--- src/rtl/control_unit.sv ---
// Moore sequencer for the bus datapath: shared three-step fetch, opcode decode, per-opcode
// execute micro-steps, conditional branch PC load, Stop/Run handshake and halt.
module control_unit (
    input  logic        clk_i,
    input  logic        rst_n_i,
    input  logic        stop_i,
    input  logic [31:0] ir_i,
    input  logic        con_i,
    output logic        run_o,
    output logic [4:0]  alu_op_o,
    output logic        hi_in_o,
    output logic        lo_in_o,
    output logic        pc_in_o,
    output logic        mdr_in_o,
    output logic        z_in_o,
    output logic        y_in_o,
    output logic        mar_in_o,
    output logic        ir_in_o,
    output logic        con_in_o,
    output logic        outport_in_o,
    output logic        hi_out_o,
    output logic        lo_out_o,
    output logic        zhi_out_o,
    output logic        zlo_out_o,
    output logic        pc_out_o,
    output logic        mdr_out_o,
    output logic        inport_out_o,
    output logic        c_out_o,
    output logic        ba_out_o,
    output logic        gra_o,
    output logic        grb_o,
    output logic        grc_o,
    output logic        r_in_o,
    output logic        r_out_o,
    output logic        read_o,
    output logic        write_o,
    output logic        inc_pc_o
);

    typedef enum logic [3:0] {
        S_RST, S_T0, S_T1, S_T2, S_T3, S_T4, S_T5, S_T6, S_T7, S_STOP, S_HALT
    } state_e;

    localparam logic [4:0] OP_HALT = 5'd27;

    state_e     state_q, state_d, bnd;
    logic       run_q;
    logic [4:0] op;
    logic [2:0] len;
    logic       unused_ir;

    assign op        = ir_i[31:27];
    assign unused_ir = ^ir_i[26:0];
    assign run_o     = run_q;

    // Number of execute steps (T3 onward) for each opcode.
    always_comb begin
        len = 3'd0;
        if (op inside {5'd0, 5'd2})                 len = 3'd5;
        else if (op inside {5'd15, 5'd16, 5'd19})   len = 3'd4;
        else if (op inside {[5'd1:5'd14]})          len = 3'd3;
        else if (op inside {5'd17, 5'd18, 5'd21})   len = 3'd2;
        else if (op inside {5'd20, [5'd22:5'd25]})  len = 3'd1;
    end

    always_comb begin
        bnd     = stop_i ? S_STOP : S_T0;
        state_d = state_q;
        case (state_q)
            S_RST:  state_d = S_T0;
            S_T0:   state_d = S_T1;
            S_T1:   state_d = S_T2;
            S_T2:   state_d = (op == OP_HALT) ? S_HALT : ((len == 3'd0) ? bnd : S_T3);
            S_T3:   state_d = (len == 3'd1) ? bnd : S_T4;
            S_T4:   state_d = (len == 3'd2) ? bnd : S_T5;
            S_T5:   state_d = (len == 3'd3) ? bnd : S_T6;
            S_T6:   state_d = (len == 3'd4) ? bnd : S_T7;
            S_T7:   state_d = bnd;
            S_STOP: state_d = stop_i ? S_STOP : S_T0;
            S_HALT: state_d = S_HALT;
            default: state_d = S_RST;
        endcase
    end

    always_ff @(posedge clk_i or negedge rst_n_i) begin
        if (!rst_n_i) begin
            state_q <= S_RST;
            run_q   <= 1'b0;
        end else begin
            state_q <= state_d;
            run_q   <= state_d inside {S_T0, S_T1, S_T2, S_T3, S_T4, S_T5, S_T6, S_T7};
        end
    end

    // Control lines decode from state and IR (and CON for the branch PC load).
    always_comb begin
        alu_op_o = 5'd0;
        {hi_in_o, lo_in_o, pc_in_o, mdr_in_o, z_in_o, y_in_o, mar_in_o, ir_in_o,
         con_in_o, outport_in_o} = '0;
        {hi_out_o, lo_out_o, zhi_out_o, zlo_out_o, pc_out_o, mdr_out_o, inport_out_o,
         c_out_o, ba_out_o} = '0;
        {gra_o, grb_o, grc_o, r_in_o, r_out_o, read_o, write_o, inc_pc_o} = '0;
        case (state_q)
            S_T0: begin pc_out_o = 1'b1; mar_in_o = 1'b1; end
            S_T1: begin read_o = 1'b1; mdr_in_o = 1'b1; pc_in_o = 1'b1; inc_pc_o = 1'b1; end
            S_T2: begin mdr_out_o = 1'b1; ir_in_o = 1'b1; end
            S_T3: begin
                if (op inside {[5'd3:5'd14]}) begin grb_o = 1'b1; r_out_o = 1'b1; y_in_o = 1'b1; end
                else if (op inside {[5'd0:5'd2]}) begin grb_o = 1'b1; ba_out_o = 1'b1; y_in_o = 1'b1; end
                else if (op inside {5'd15, 5'd16}) begin gra_o = 1'b1; r_out_o = 1'b1; y_in_o = 1'b1; end
                else if (op inside {5'd17, 5'd18}) begin
                    grb_o = 1'b1; r_out_o = 1'b1; z_in_o = 1'b1; alu_op_o = op;
                end
                else if (op == 5'd19) begin gra_o = 1'b1; r_out_o = 1'b1; con_in_o = 1'b1; end
                else if (op == 5'd20) begin gra_o = 1'b1; r_out_o = 1'b1; pc_in_o = 1'b1; end
                else if (op == 5'd21) begin pc_out_o = 1'b1; grb_o = 1'b1; r_in_o = 1'b1; end
                else if (op == 5'd22) begin inport_out_o = 1'b1; gra_o = 1'b1; r_in_o = 1'b1; end
                else if (op == 5'd23) begin gra_o = 1'b1; r_out_o = 1'b1; outport_in_o = 1'b1; end
                else if (op == 5'd24) begin hi_out_o = 1'b1; gra_o = 1'b1; r_in_o = 1'b1; end
                else if (op == 5'd25) begin lo_out_o = 1'b1; gra_o = 1'b1; r_in_o = 1'b1; end
            end
            S_T4: begin
                if (op inside {[5'd3:5'd11]}) begin
                    grc_o = 1'b1; r_out_o = 1'b1; z_in_o = 1'b1; alu_op_o = op;
                end
                else if (op inside {[5'd12:5'd14]}) begin c_out_o = 1'b1; z_in_o = 1'b1; alu_op_o = op; end
                else if (op inside {[5'd0:5'd2]}) begin c_out_o = 1'b1; z_in_o = 1'b1; alu_op_o = 5'd3; end
                else if (op inside {5'd15, 5'd16}) begin
                    grb_o = 1'b1; r_out_o = 1'b1; z_in_o = 1'b1; alu_op_o = op;
                end
                else if (op inside {5'd17, 5'd18}) begin zlo_out_o = 1'b1; gra_o = 1'b1; r_in_o = 1'b1; end
                else if (op == 5'd19) begin pc_out_o = 1'b1; y_in_o = 1'b1; end
                else if (op == 5'd21) begin gra_o = 1'b1; r_out_o = 1'b1; pc_in_o = 1'b1; end
            end
            S_T5: begin
                if (op inside {[5'd1:5'd14]} && op != 5'd2) begin
                    zlo_out_o = 1'b1; gra_o = 1'b1; r_in_o = 1'b1;
                end
                else if (op inside {5'd0, 5'd2}) begin zlo_out_o = 1'b1; mar_in_o = 1'b1; end
                else if (op inside {5'd15, 5'd16}) begin zlo_out_o = 1'b1; lo_in_o = 1'b1; end
                else if (op == 5'd19) begin c_out_o = 1'b1; z_in_o = 1'b1; alu_op_o = 5'd3; end
            end
            S_T6: begin
                if (op == 5'd0) begin read_o = 1'b1; mdr_in_o = 1'b1; end
                else if (op == 5'd2) begin gra_o = 1'b1; r_out_o = 1'b1; mdr_in_o = 1'b1; end
                else if (op inside {5'd15, 5'd16}) begin zhi_out_o = 1'b1; hi_in_o = 1'b1; end
                else if (op == 5'd19) begin zlo_out_o = 1'b1; pc_in_o = con_i; end
            end
            S_T7: begin
                if (op == 5'd0) begin mdr_out_o = 1'b1; gra_o = 1'b1; r_in_o = 1'b1; end
                else if (op == 5'd2) write_o = 1'b1;
            end
            default: ;
        endcase
    end

endmodule

--- config.mk ---
export PLATFORM = sky130hd
export DESIGN_NAME = control_unit
export DESIGN_NICKNAME = d
export VERILOG_FILES = /design/src/rtl/control_unit.sv
export SDC_FILE = /design/constraint.sdc
export NUM_CORES = 1
export LEC_CHECK = 0
export BUFFER_PORTS_ARGS = -buffer_cell sky130_fd_sc_hd__buf_2
export CAP_MARGIN = 20
export CORE_UTILIZATION = 41
export CTS_BUF_LIST = sky130_fd_sc_hd__clkbuf_8
export DETAILED_ROUTE_END_ITERATION = 16
export GPL_ROUTABILITY_DRIVEN = 0
export PLACE_DENSITY = 0.79
export SETUP_SLACK_MARGIN = 0.05
export SYNTH_ARGS = -nofsm -noshare
export SYNTH_HDL_FRONTEND = slang
export SYNTH_SLANG_ARGS = --single-unit
--- constraint.sdc ---
create_clock -name clk_i -period 1.5 [get_ports clk_i]
set_input_delay 0 -clock clk_i [delete_from_list [all_inputs] [get_ports clk_i]]
set_output_delay 0 -clock clk_i [all_outputs]
set_load 0.01 [all_outputs]
==> results of run 1 <==
## flip-flops by register name, indices dropped and copies added, names as in the netlist
register and cells:
run_o 1, state_q 4
## cell type report
type | count | area (um^2) | share of cell area
multi-input cells | 154 | 1130 | 0.548
repair buffers | 97 | 701 | 0.340
flip-flops and latches | 5 | 130 | 0.0631
clock buffers | 3 | 41.3 | 0.0200
well taps | 30 | 37.5 | 0.0182
inverters | 5 | 18.8 | 0.00911
clock inverters | 1 | 3.75 | 0.00182
## Yosys cell counts (2+ instances only)
cell type,n
a21oi_1,13
a31oi_1,5
and3_1,6
and4bb_2,2
buf_2,7
buf_4,3
buf_6,3
clkbuf_1,3
dfrtp_1,5
inv_1,5
nand2_1,21
nand2b_1,3
nand3_1,6
nand3_2,2
nand4_1,2
nor2_1,25
nor2b_1,5
nor3_1,5
nor3b_1,3
nor4_1,5
o211ai_1,2
o21ai_0,16
o22a_1,2
o22ai_1,5
or2_2,2
## power breakdown
group	internal, uW	switching, uW	total, uW
Clock	177	81.6	258
Sequential	209	110	320
Combinational	1090	1060	2150
Total	1470	1260	2730
## stage by stage
step	util	hold slack, ns	setup TNS, ns
detailed placement	0.618	-0.186	-1.03
floorplan	-	-0.296	-0.00630
finish	0.796	0.123	-5.47
global route	0.796	0.153	-6.95
CTS	0.715	0.114	-2.61
global placement	0.618	-0.185	-0.754
## cell usage in the layout (no fill, tap or decap), drive strengths merged, types with 3 or more instances in the layout
cell and n:
a31oi 5, nand3 8, a21oi 14, buf 95
o22ai 5, inv 6, nor2 25, nor2b 5
nand2 22, dfrtp 5, nor4 5, o21ai 17
nor3b 3, and3 6, clkbuf 4, nor3 5
nand2b 4
## layer usage
metal  GRT usage  wire, um  up-vias  part of all wire
li1            -         -      832                 -
met1       0.389      2120      857              0.39
met2       0.492      2650      145              0.48
met3      0.0398       530       26             0.096
met4       0.164       209        0             0.038
met5           0         0        -                 0
## critical path, cell delays in order, from the launching register on
cell and delay [ns]:
dfrtp_2 0.47, and4b_2 0.29, buf_6 0.14, a21oi_2 0.15, o211ai_1 0.15, or3b_4 0.42, a21oi_2 0.13
## kinds of logic after synthesis
logic type | after synthesis | synth area share
XOR/XNOR | 2 | 0.0214
AO/OA/AOI/OAI | 55 | 0.299
AND/OR/NAND/NOR | 97 | 0.465
flip-flops | 5 | 0.107
buffers and inverters | 22 | 0.107
## repair_timing
action	in CTS	in global routing
gates resized for setup	32	45
buffers inserted	12	5
cloned	0	0
endpoints found under the hold margin	5	0
setup endpoints to repair	29	33
hold buffers	1	0
pin swaps	11	11
## how the worst max path moves through the flow
| stage | from | slack (ns) | cells after the start | endpoint |
|---|---|---|---|---|
| after floorplan | state_q[3] | -0.006 | 6 | run_o |
| after global placement | state_q[1] | -0.15 | 7 | run_o |
| after detailed placement | state_q[3] | -0.23 | 5 | run_o |
| after CTS | state_q[1] | -0.22 | 8 | alu_op_o[1] |
| after global routing | state_q[2] | -0.39 | 8 | alu_op_o[0] |
| final | state_q[3] | -0.33 | 6 | run_o |
==> run_results.csv, run 1 <==
group,metric,value,unit
synthesis,synth_ff_type,"dfrtp_1",
global_route,antenna_found_initial,0,
final_layout,stdcell_count,295,
clocking,clk_path_buf_depth,2,
placement,dp_cells,274,
power_and_ir_drop,leakage,0.000999,uW
final_layout,n_antenna_cell,0,
floorplan,ios,69,
global_route,grt_pass1_vias,1655,
clocking,clock-root-buffer,"clkbuf_8",
floorplan,rows,18,
worst_setup_path,worstPathMaxFanout,8,
sta,slew_headroom,0.666,
worst_setup_path,crit_path_end_kind,"register",
floorplan,fp.dieH,55.4,um
final_layout,area_delta_synth_final,76.5,%
worst_setup_path,timing.rr.end,"run_o",
worst_setup_path,r2r-start,"state_q[3]",
clocking,cts_tree,"built",
clocking,path_clk_slew,0.04,ns
status,violations,"negative setup slack",
final_layout,final_net_count,302,
synthesis,synth-edff-count,0,
sta,fin_skew,0.00399,ns
sta,setup_violations,28,
power_and_ir_drop,p_per_area,1320,mW/mm^2
placement,place_area,0.00160,mm^2
synthesis,ys_types,50,
synthesis,synth_top_cell_by_area,"dfrtp_1",
clocking,htreeDepth,1,
worst_setup_path,crit_type,"reg2reg",
global_route,track_usage,0.304,
synthesis,async_reset_ff_frac,1.00,
global_route,grt_pass1_wl,7680,um
sta,period_minus_slack,1.83,ns
floorplan,start_util,0.451,
worst_setup_path,r2r_cells,6,
worst_setup_path,worstPathRequired,1.65,ns
floorplan,die-area,0.00306,mm^2
sta,hold_viol,0,
floorplan,core,0.00259,mm^2
global_route,grt_max_degree,18,
synthesis,syn_area,0.00117,mm^2
worst_setup_path,r2r_slack,-0.33,ns
detailed_routing,num_vias,1860,
detailed_routing,initialDrtViolationCount,145,
worst_setup_path,start_kind,"register",
power_and_ir_drop,ir_drop,1570,uV
detailed_routing,wirelength,5510,um
sta,fin_ws,-0.331,ns
placement,port_buffers,41,
run,maxCapViolations,0,
placement,place_worst_setup_slack,-0.233,ns
clocking,worstSkewPairLatency,0.23,ns
final_layout,fillers,152,
worst_hold_path,hold_class,"in2async",
detailed_routing,drtAntennaViolNets,0,
detailed_routing,drc,0,
placement,hpwlAfterDp,2940,um
synthesis,synth_top_area_share,0.107,
clocking,cts_buffers,3,
synthesis,synth-seq-area-share,0.107,
floorplan,fp.dieW,55.4,um
final_layout,drive_above_1_share,0.581,
synthesis,netlist_instances,181,
worst_setup_path,arrival,1.99,ns
sta,min_period_over_period,1.22,
global_route,overflow,0,
final_layout,fin_area,0.00206,mm^2
synthesis,ys_ff_latch,5,
sta,max_freq,0.546,GHz
power_and_ir_drop,p_total,2730,uW
clocking,clock-sinks,5,
sta,drv_slew,0,
sta,rsz0062_at_grt,"yes",
status,status,"finished, violations left",
synthesis,synthesis.nets,217,
synthesis,yosysWarnings,0,
synthesis,yosys-top-cells-area,"dfrtp_1 11%, nor2_1 8.0%, o21ai_0 6.9%",
synthesis,syn_area_per_cell,6.45,um^2
detailed_routing,first_pass_iters,5,
sta,tightestPinTransition,0.500,ns
detailed_routing,via_per_inst,6.31,
detailed_routing,routedWlPerCell,18.7,um
Power figures use the tool's default switching activity.
==> run 2: changes to the inputs <==
--- a/config.mk
+++ b/config.mk
@@ -5,13 +5,15 @@
 export SDC_FILE = /design/constraint.sdc
 export NUM_CORES = 1
 export LEC_CHECK = 0
+export ABC_AREA = 1
 export BUFFER_PORTS_ARGS = -buffer_cell sky130_fd_sc_hd__buf_2
 export CAP_MARGIN = 20
-export CORE_UTILIZATION = 41
+export CORE_UTILIZATION = 31
 export CTS_BUF_LIST = sky130_fd_sc_hd__clkbuf_8
 export DETAILED_ROUTE_END_ITERATION = 16
 export GPL_ROUTABILITY_DRIVEN = 0
-export PLACE_DENSITY = 0.79
+export PLACE_DENSITY = 0.66
+export REMOVE_ABC_BUFFERS = 1
 export SETUP_SLACK_MARGIN = 0.05
 export SYNTH_ARGS = -nofsm -noshare
 export SYNTH_HDL_FRONTEND = slang
==> run_results.csv, run 2 <==
group,metric,value,unit
status,status,"finished, violations left",
status,violations,"design-rule violations, negative setup slack",
worst_setup_path,timing.rr.end,"run_o",
worst_setup_path,worstPathMaxFanout,4,
global_route,overflow,0,
worst_setup_path,r2r_cells,10,
synthesis,synth_ff_type,"dfrtp_1",
placement,place_worst_setup_slack,-0.0136,ns
global_route,track_usage,0.202,
final_layout,largest_reg_flops,4,
sta,tns,-0.255,ns
worst_hold_path,hold_class,"in2reg",
global_route,grt_use_met2,0.317,
run,maxCapViolations,0,
floorplan,ios,69,
synthesis,synth-seq-area-share,0.131,
synthesis,synth_common_cells,"45 x nand2_1, 35 x inv_1, 29 x nor2_1",
synthesis,ys_types,25,
global_route,globalRouteMet1Util,0.295,
global_route,grt_pass1_vias,1222,
clocking,clock-sinks,5,
floorplan,start_util,0.336,
detailed_routing,wirelength,3620,um
sta,fin_ws,-0.0528,ns
clocking,worstSkewPairLatency,0.22,ns
power_and_ir_drop,leakage,0.000923,uW
worst_setup_path,r2r_slack,-0.05,ns
synthesis,netlist_instances,186,
worst_setup_path,crit_type,"reg2out",
power_and_ir_drop,p_int,1080,uW
final_layout,fin_area,0.00161,mm^2
final_layout,final_net_count,293,
floorplan,core,0.00285,mm^2
power_and_ir_drop,p_total,2110,uW
synthesis,syn_area_per_cell,5.15,um^2
synthesis,yosys-top-cells-area,"nand2_1 18%, inv_1 14%, dfrtp_1 13%",
worst_setup_path,arrival,1.55,ns
clocking,path_clk_slew,0.03,ns
synthesis,yosysWarnings,0,
floorplan,die-area,0.00332,mm^2
final_layout,largest-register,"state_q",
detailed_routing,first_pass_iters,12,
detailed_routing,drc,3,
worst_setup_path,crit_path_start,"state_q[1]",
sta,period_minus_slack,1.55,ns
power_and_ir_drop,power.share.clock,0.111,
sta,max_freq,0.644,GHz
clocking,clk_path_buf_depth,2,
sta,hold_viol,0,
synthesis,synth.most_common_cell,"nand2_1",
synthesis,syn_area,958,um^2
worst_setup_path,crit_family,"buffers and inverters",
placement,hpwlAfterDp,2660,um
power_and_ir_drop,p_sw_frac,0.485,
power_and_ir_drop,p_per_area,1310,mW/mm^2
synthesis,synth-edff-count,0,
detailed_routing,num_vias,1475,
final_layout,final_cell_mix,"41 x nand2_1, 39 x buf_2, 29 x inv_1",
sta,setup_violations,8,
worst_setup_path,worstPathRequired,1.50,ns
worst_setup_path,crit_top_cell,"buf_6",
synthesis,synth_top_cell_by_area,"nand2_1",
sta,hold_ws,0.0973,ns
synthesis,async_reset_ff_frac,1.00,
global_route,antenna_found_initial,0,
worst_setup_path,cp_num_buf_inv,3,
global_route,met3_usage,0.0408,
worst_setup_path,endpoint,"r_in_o",
worst_setup_path,crit_cells,6,
sta,drv_slew,0,
floorplan,rows,19,
final_layout,n_antenna_cell,0,
floorplan,fp.dieH,57.6,um
detailed_routing,initialDrtViolationCount,70,
placement,port_buffers,41,
global_route,top_usage_layer,"met2",
detailed_routing,via_per_inst,5.14,
final_layout,area_delta_synth_final,68.3,%
placement,place_area,0.00132,mm^2
detailed_routing,drtAntennaViolNets,0,
power_and_ir_drop,combPwrFrac,0.767,
worst_setup_path,cp_slowest_cell,"dfrtp_1",
clocking,htreeDepth,1,
global_route,grt_pass1_wl,5350,um
sta,rsz0062_at_grt,"yes",
synthesis,ys_ff_latch,5,
power_and_ir_drop,ir_drop,519,uV
detailed_routing,routedWlPerCell,12.6,um
power_and_ir_drop,pwr-share-seq,0.123,
worst_setup_path,start_kind,"register",
floorplan,fp.dieW,57.6,um
sta,fin_skew,0.00186,ns
worst_setup_path,cp_cell_sequence,"buf_6 -> nor3_4 -> buf_6 -> nand3_4 -> o211ai_1 -> buf_2",
sta,tightestPinTransition,0.328,ns
clocking,cts_buffers,3,
sta,slew_headroom,0.780,
global_route,grt_max_degree,9,
final_layout,layout_commonest_cell,"nand2_1",
worst_setup_path,crit_path_end_kind,"output pin",
worst_setup_path,critPathMaxStageDelay,0.40,ns
clocking,clock-root-buffer,"clkbuf_8",
worst_setup_path,r2r-start,"state_q[1]",
sta,min_period_over_period,1.04,
clocking,cts_tree,"built",
synthesis,synth_top_area_share,0.176,
power_and_ir_drop,p_sw,1020,uW
final_layout,drive_above_1_share,0.457,
-- run 2: tightest hold or removal path, stage by stage --
cell and delay (ns):
buf_2 0.09, nand3_1 0.09, nand3_2 0.09
-- run 2: worst min-delay path by stage --
stage                 start    endpoint  slack (ns)  depth (start not counted)
floorplan           rst_n_i       run_o       -0.30                          0
global placement    rst_n_i  state_q[3]       -0.18                          1
detailed placement  rst_n_i  state_q[1]       -0.18                          1
CTS                  stop_i  state_q[3]        0.09                          3
global route         stop_i  state_q[3]         0.1                          3
finish               stop_i  state_q[3]         0.1                          3
-- run 2: area by class of cell --
class	count	area, um^2
flip-flops and latches	5	126
repair buffers	68	442
clock inverters	1	3.75
well taps	31	38.8
clock buffers	3	41.3
fillers	278	1240
inverters	37	146
multi-input cells	142	815
-- run 2: cells by family after synthesis --
kind of cell           Yosys count  share of synthesized area
buffers and inverters           39                      0.158
AOI/OAI and AO/OA               24                      0.145
and+or+nand+nor                118                      0.567
DFF                              5                      0.131
-- run 2: layer usage --
| layer | vias up | wire length [um] |
|---|---|---|
| met5 | - | 0 |
| met4 | 0 | 21 |
| met3 | 4 | 235 |
| met2 | 54 | 1740 |
| met1 | 678 | 1620 |
| li1 | 739 | - |
-- run 2: power groups by stage --
stage / Sequential (uW) / Clock, uW / Combinational, uW
floorplan: 254 / 0 / 678
global placement: 245 / 0 / 1180
detailed placement: 246 / 0 / 1190
CTS: 251 / 240 / 1410
global route: 264 / 253 / 1740
finish: 258 / 233 / 1620
-- run 2: what timing repair did --
action                     in CTS  in global routing
hold buffers                    1                  0
setup buffers                   7                  2
hold endpoints to repair        5                  0
resized for setup              25                 33
setup endpoints to repair      29                 32
gates cloned                    0                  0
pin swaps                      13                  7
-- run 2: metrics by stage --
| stage | util | cells |
|---|---|---|
| 4_1_cts | 0.522 | 285 |
| 3_5_place_dp | 0.462 | 273 |
| 5_1_grt | 0.565 | 287 |
| 2_1_floorplan | - | 184 |
| 3_3_place_gp | 0.462 | 273 |
| 6_report | 0.565 | 287 |
